[config.mk]
export PLATFORM = sky130hd
export DESIGN_NAME = branch_predictor
export DESIGN_NICKNAME = d
export VERILOG_FILES = /design/src/rtl/branch_predictor.sv
export SDC_FILE = /design/constraint.sdc
export NUM_CORES = 2
export LEC_CHECK = 0
export BUFFER_PORTS_ARGS = -buffer_cell sky130_fd_sc_hd__buf_4
export CORE_UTILIZATION = 60
export CTS_CLUSTER_SIZE = 40
export DETAILED_ROUTE_END_ITERATION = 8
export HOLD_SLACK_MARGIN = 0.06
export MAX_ROUTING_LAYER = met4
export PLACE_DENSITY = 0.78
export SYNTH_ARGS = -nofsm -noshare
export SYNTH_HDL_FRONTEND = slang
export SYNTH_SLANG_ARGS = --single-unit
[constraint.sdc]
create_clock -name clk -period 11.8 [get_ports clk]
set_input_delay 0.59 -clock clk [delete_from_list [all_inputs] [get_ports clk]]
set_output_delay 0.59 -clock clk [all_outputs]
set_load 0.01 [all_outputs]
[src/rtl/branch_predictor.sv]
// Direct-mapped branch-target buffer with per-entry saturating direction counters.
// Lookup is combinational in F; the prediction is registered into D and trained from D.
module branch_predictor #(
  parameter int unsigned ADDR_W  = 32,
  parameter int unsigned ENTRIES = 16,
  parameter int unsigned CNT_W   = 2
) (
  input  logic              clk,
  input  logic              reset,
  input  logic [ADDR_W-1:0] PCF,
  output logic              HitF,
  output logic              TakenF,
  output logic [ADDR_W-1:0] PCPredF,
  input  logic              StallD,
  input  logic              FlushD,
  input  logic [ADDR_W-1:0] PCD,
  input  logic              UpdateD,
  input  logic              IsJumpD,
  input  logic              ActualTakenD,
  input  logic [ADDR_W-1:0] TargetD,
  output logic              HitD,
  output logic              PredTakenD,
  output logic              MispredictD,
  output logic [ADDR_W-1:0] RecoverPCD,
  output logic [31:0]       MispredictCount
);

  localparam int unsigned IDX_W = $clog2(ENTRIES);
  localparam int unsigned TAG_W = ADDR_W - 2 - IDX_W;

  localparam logic [CNT_W-1:0] CntMax  = '1;
  // Only the MSB set: weakly taken for any counter width, including 1.
  localparam logic [CNT_W-1:0] CntWeak = CntMax ^ (CntMax >> 1);

  logic              validTab  [ENTRIES];
  logic [TAG_W-1:0]  tagTab    [ENTRIES];
  logic [ADDR_W-1:0] targetTab [ENTRIES];
  logic [CNT_W-1:0]  cntTab    [ENTRIES];
  logic              jmpTab    [ENTRIES];

  logic [ADDR_W-1:0] predPCD;

  logic [IDX_W-1:0] idxF;
  logic [IDX_W-1:0] idxD;
  logic [TAG_W-1:0] tagF;
  logic [TAG_W-1:0] tagD;

  assign idxF = PCF[IDX_W+1:2];
  assign tagF = PCF[ADDR_W-1:IDX_W+2];
  assign idxD = PCD[IDX_W+1:2];
  assign tagD = PCD[ADDR_W-1:IDX_W+2];

  logic unusedPcBits;
  assign unusedPcBits = ^{PCF[1:0], PCD[1:0]};

  // Fetch-side lookup
  assign HitF    = validTab[idxF] && (tagTab[idxF] == tagF);
  assign TakenF  = HitF && (jmpTab[idxF] || cntTab[idxF][CNT_W-1]);
  assign PCPredF = TakenF ? targetTab[idxF] : PCF + ADDR_W'(4);

  // Decode-side resolution
  logic trainEn;
  logic hitTrain;

  assign trainEn     = UpdateD && !StallD;
  assign hitTrain    = validTab[idxD] && (tagTab[idxD] == tagD);
  assign MispredictD = trainEn && ((PredTakenD != ActualTakenD) ||
                                   (ActualTakenD && (predPCD != TargetD)));
  assign RecoverPCD  = ActualTakenD ? TargetD : PCD + ADDR_W'(4);

  logic              wrEn;
  logic [CNT_W-1:0]  newCnt;
  logic [ADDR_W-1:0] newTarget;
  logic              newJmp;

  always_comb begin
    wrEn      = 1'b0;
    newCnt    = cntTab[idxD];
    newTarget = targetTab[idxD];
    newJmp    = jmpTab[idxD];
    if (trainEn) begin
      if (hitTrain) begin
        wrEn = 1'b1;
        if (IsJumpD) begin
          newCnt    = CntMax;
          newJmp    = 1'b1;
          newTarget = TargetD;
        end else if (ActualTakenD) begin
          newCnt    = (cntTab[idxD] == CntMax) ? CntMax : cntTab[idxD] + CNT_W'(1);
          newJmp    = 1'b0;
          newTarget = TargetD;
        end else begin
          newCnt = (cntTab[idxD] == '0) ? '0 : cntTab[idxD] - CNT_W'(1);
        end
      end else if (ActualTakenD) begin
        // Direct-mapped allocation overwrites whatever aliased into this slot.
        wrEn      = 1'b1;
        newCnt    = IsJumpD ? CntMax : CntWeak;
        newJmp    = IsJumpD;
        newTarget = TargetD;
      end
    end
  end

  always_ff @(posedge clk) begin
    if (!reset) begin
      for (int i = 0; i < int'(ENTRIES); i++) begin
        validTab[i] <= 1'b0;
        cntTab[i]   <= '0;
        jmpTab[i]   <= 1'b0;
      end
      HitD            <= 1'b0;
      PredTakenD      <= 1'b0;
      predPCD         <= '0;
      MispredictCount <= '0;
    end else begin
      if (wrEn) begin
        validTab[idxD]  <= 1'b1;
        tagTab[idxD]    <= tagD;
        targetTab[idxD] <= newTarget;
        cntTab[idxD]    <= newCnt;
        jmpTab[idxD]    <= newJmp;
      end

      if (FlushD) begin
        HitD       <= 1'b0;
        PredTakenD <= 1'b0;
        predPCD    <= '0;
      end else if (!StallD) begin
        HitD       <= HitF;
        PredTakenD <= TakenF;
        predPCD    <= PCPredF;
      end

      if (MispredictD && (MispredictCount != '1)) begin
        MispredictCount <= MispredictCount + 32'd1;
      end
    end
  end

endmodule
Yosys cells after proc, flatten, opt, wreduce, memory -nomap -nowiden --
Memory sizes are Yosys's and may differ from the RTL's. Index checks and enable logic that the tools add are counted.
Storage, ports and cells: register bits 66, bits in writable memories 992, input bits 103, output and inout port bits 101, memories 5
Cells by class: $add $sub $neg 5, eq/ne operators 9, multiplexer cells 35, bitwise gates (word level) 1, reductions and logical operators 16
Memory list:
- targetTab | words 16, bits a word 32, rd ports 2, clocked after Yosys merged registers in 0, write ports 1, RTL line 37 | logic [ADDR_W-1:0] targetTab [ENTRIES];
- tagTab | words 16, bits a word 26, rd ports 2, clocked after Yosys merged registers in 0, write ports 1, RTL line 36 | logic [TAG_W-1:0] tagTab [ENTRIES];
- cntTab | words 16, bits a word 2, rd ports 2, clocked after Yosys merged registers in 0, write ports 16, RTL line 38 | logic [CNT_W-1:0] cntTab [ENTRIES];
- jmpTab | words 16, bits a word 1, rd ports 1, clocked after Yosys merged registers in 0, write ports 16, RTL line 39 | logic jmpTab [ENTRIES];
- validTab | words 16, bits a word 1, rd ports 2, clocked after Yosys merged registers in 0, write ports 16, RTL line 35 | logic validTab [ENTRIES];
Operators by type and width (count):
- $mux 32 | 6
- $add 32x3->32 const B | 2
- $eq 26x26->1 | 2
- $add 32x1->32 const B | 1
- $ne 32x32->1 | 1
- $ne 32x32->1 const B | 1
- $mux 1 | 18
- $mux 2 | 8
- $mux 4 | 3
- $logic_and 1x1->1 | 7
- $ne 4x4->1 const B | 1
- $reduce_and 4->1 | 1
- $reduce_or 2->1 | 2
- $ne 3x3->1 const B | 1
- $add 2x1->2 const B | 1
- $eq 2x2->1 const B | 1
- $logic_not 2->1 | 1
- $logic_or 1x1->1 | 2
- $reduce_or 1->1 | 2
- $sub 2x1->2 const B | 1
- $logic_not 1->1 | 1
- $ne 1x1->1 | 1
- $ne 1x1->1 const B | 1
- $not 1->1 | 1

Logic depth before layout (Yosys ltp) --
An unclocked memory read counts as a cell.
depth in word-level cells 11, depth in mapped cells 17, depth with buffers taken out 11

Least setup slack after synthesis --
Ideal clock, no wire load.
path kind input port to flip-flop, start input port PCD[3], end memory tagTab[0][0] (netlist bit), enable pin, library setup time 0.412 ns, data arrival time 4.465 ns, slack 6.923 ns, cell stages on the path 12, path buffers 3, cells stage by stage buf_6 buf_6 buf_6 mux4_2 mux4_2 xor2_1 nor4_2 and3_1 a41oi_1 nor3_1 nand2_1 inv_1
Between the ends: word-level cells in the longest chain between the ends 8, elaborated cells between the ends (all ways) 9
RTL lines:
- from (decl) | RTL line 16 | input logic [ADDR_W-1:0] PCD,
- $mem_v2 16x26
- $eq 26x26->1 | RTL line 66 | assign hitTrain = validTab[idxD] && (tagTab[idxD] == tagD);
- $logic_and 1x1->1 | RTL line 66
- $mux 1 | RTL line 82 | if (hitTrain) begin
- $mux 1 | RTL line 81 | if (trainEn) begin
- $mux 1 | RTL line 117 | if (wrEn) begin
- $mux 1 | RTL line 106 | if (!reset) begin
- $mux 1 (not written as such) | RTL line 119 | tagTab[idxD] <= tagD;
- to (decl) | RTL line 36
Parallel ways exist; a longest one is shown, timed or not.

Final worst setup path --
start input port PCD[3], end memory targetTab[3][31], enable pin
Between the ends: word-level cells in the longest chain between the ends 8, elaborated cells between the ends (all ways) 9
RTL lines:
- $mem_v2 16x26
- $eq 26x26->1 | RTL line 66
- $logic_and 1x1->1 | RTL line 66
- $mux 1 | RTL line 82
- $mux 1 | RTL line 81
- $mux 1 | RTL line 117
- $mux 1 | RTL line 106
- $mux 1 (not written as such) | RTL line 120 | targetTab[idxD] <= newTarget;
- to (decl) | RTL line 37
Parallel ways exist; a longest one is shown, timed or not.

==> results.toml <==
[outcome]
outcome = "complete, no violations"

[placement]
pre_cts_slack_ps = 4659
io_buffers = 203
dpl.hpwl_mm = 99.69
dpl-instance-area_mm2 = 0.05426
gp_congestion = 0.9789

[global_route]
track_usage_pct = 38.47
gr-total-overflow = 0
grt_pass1_wl_mm = 228.2
grt_pass1_vias = 31870
grt_max_degree = 107
antenna_found_initial = 9

[yosys]
yosys.area.top_type = "edfxtp_1"
synth_cells = 3008
syn-mean-instance-area_um2 = 17.27
synth_area_leaders = "edfxtp_1 55%, mux4_2 23%, dfxtp_1 3.8%, mux2i_1 2.4%, xnor2_1 1.9%"
yosysSeqAreaShare_pct = 59.25
synth_flop_cell = "edfxtp_1"
synth_fa_ha_area_share_pct = 0.1445
ys_ff_latch = 1058
synth_most_common_cell = "edfxtp_1"
synthTopCellsByCount = "960 x edfxtp_1, 531 x mux4_2, 205 x nand2_1"
syn_area_mm2 = 0.05196
synth.distinct_cells = 76
synth_enable_flop_cells = 960
synth_nets = 3117
synthMuxAreaShare_pct = 27.34
synth_top_area_share_pct = 55.48
synth_compound_area_share_pct = 2.456
yosys.area_share.simple_pct = 5.517
async_reset_ff_share_pct = 0
yosys_warnings = 0
synth_xor_area_share_pct = 2.933
synth_top_family_by_area = "multiplexers"

[critical_path]
worstPathCellList = "buf_8 > buf_4 > mux4_2 > xor2_1 > a2111oi_1 > a31oi_1 > a221oi_1 > and3_1 > a41oi_1 > nor3_1 > nand2_1 > clkinv_2 > buf_4"
cp_data_arrival_time_ps = 7130
worstPathRequired_ps = 12090
cpPeakStageDelay_ps = 880
path_max_fanout = 77
cp_slowest_cell = "a2111oi_1"
path_class = "primary input to register"
start_kind = "primary input"
cp_common_cell = "buf_4"
crit_path_end_kind = "register"

[sta]
worst_slew_pin_slew_ps = 1250
period_needed_ps = 6843
drv_slew = 0
fin_ws_ps = 4957
rsz0062_at_grt = "no"
post-route-period-util_pct = 57.99
finClkSkew_ps = 39.36
clock.fmax_mhz = 146.1
max-slew-margin-rel_pct = 16.37
finalSetupTns_ps = 0
hold_violations = 0
setup_viol = 0

[hold_path]
hold_path.class = "primary input to register"

[power_and_ir_drop]
leakage_nw = 19.16
peakVddDrop_uv = 118.1
p_per_area_mw_per_mm2 = 145.7

[route]
remaining_drc_errors = 0
ant_nets = 0
routed_via_density = 7.470
vias = 32740
dr.pass1.iters = 8
wl_mm = 161.6
drtIter0Drc = 5528
wl_per_cell_um = 36.87

[clocking]
cts_buffers = 109
cts_tree = "built"
clock_path_buffers = 3
post_cts_resized = 0
clock-root-buffer = "clkbuf_16"
ctsHoldBuffers = 0
clk_pin_slew_ps = 60
postCtsSetupRepairBufs = 0
h-tree-depth = 3
worstSkewPairLatency_ps = 700
cts.sinks = 1058

[finish]
design_area_mm2 = 0.05781
fillerInstances = 5529
drive_gt1_share_pct = 32.57
synthToLayoutAreaGrowth_pct = 11.25
nets = 3250
fin_util_pct = 67.68

[floorplanning]
rows = 107
io-pin-count = 204
die_area_mm2 = 0.08778
die_x_um = 296.3
fp.dieH_um = 296.3
start_util_pct = 60.83
core-area_mm2 = 0.08541

[run]
cap_violations = 0
[final timing paths]
kind,endpoint,cells after the start,slack [ps],from
max,targetTab[3][31],13,4960,PCD[3]
min,predPCD[1],3,260,PCF[1]
max reg2reg,targetTab[3][31],11,5790,tagTab[14][16]
min reg2reg,validTab[14],2,460,validTab[14]
[cells by family after synthesis]
family	count (synthesis)
flops	1058
mux	733
simple gates	591
buf+inv	266
compound gates	180
xor+xnor	174
fa+ha+maj	6
[report_power, final]
group	internal, W	switching, W	leakage (nW)
Combinational	0.000328	0.000503	7.97
Sequential	0.00414	0.0000110	9.47
Clock	0.00199	0.00146	1.73
Total	0.00646	0.00197	19.2
[sequential cells by signal (all words and copies together) (netlist names)]
name and flops:
predPCD 32, validTab 16, tagTab 416, HitD 1, jmpTab 16, targetTab 512, MispredictCount 32, PredTakenD 1
cntTab 32
[critical path: cells and delay by family]
kind	cells	cell delay [ps]
simple gates	3	1330
mux	1	420
xor+xnor	1	160
compound gates	4	1830
buf+inv	4	2580
[cell usage in the layout (no fill, tap or decap), drive strengths merged, types with 39 or more instances in the layout]
cell | Yosys | final
xor2 | 60 | 60
edfxtp | 960 | 960
mux2 | 78 | 78
clkinv | 3 | 65
mux4 | 532 | 532
nor2 | 86 | 86
buf | 113 | 244
xnor2 | 114 | 114
dfxtp | 98 | 98
nand3 | 118 | 118
and2 | 39 | 39
clkbuf | 109 | 130
nand2 | 205 | 205
mux2i | 123 | 123
[metrics by stage]
| stage | std cells | hold WS (ps) | power (W) |
|---|---|---|---|
| after floorplan | 3008 | 429.1 | 0.004734 |
| final | 4383 | 261.0 | 0.008425 |
| after global routing | 4383 | 272.0 | 0.008595 |
| after detailed placement | 4174 | 451.1 | 0.005037 |
| after global placement | 4174 | 443.2 | 0.005020 |
| after CTS | 4374 | 237.2 | 0.008418 |
[routing by layer]
layer,wire (um),global-route usage [%],part of all wire (%)
met1,56270,51.14,35
met2,74080,56.42,46
met3,24590,11.62,15
met4,6657,14.42,4.1
met5,0,-,0
[final cells by class]
class                           count  area, um^2  share of cell area (%)
Sequential cell                  1058       30790                   53.26
Tap cell                         1144        1431                   2.476
Antenna cell                        9       22.52                 0.03896
Inverter                           44       191.4                  0.3312
Clock buffer                      130        2869                   4.963
Multi-Input combinational cell   1684       19970                   34.54
Clock inverter                     70       656.9                   1.136
Timing Repair Buffer              244        1878                   3.249
(Power assumes the default switching activity.)
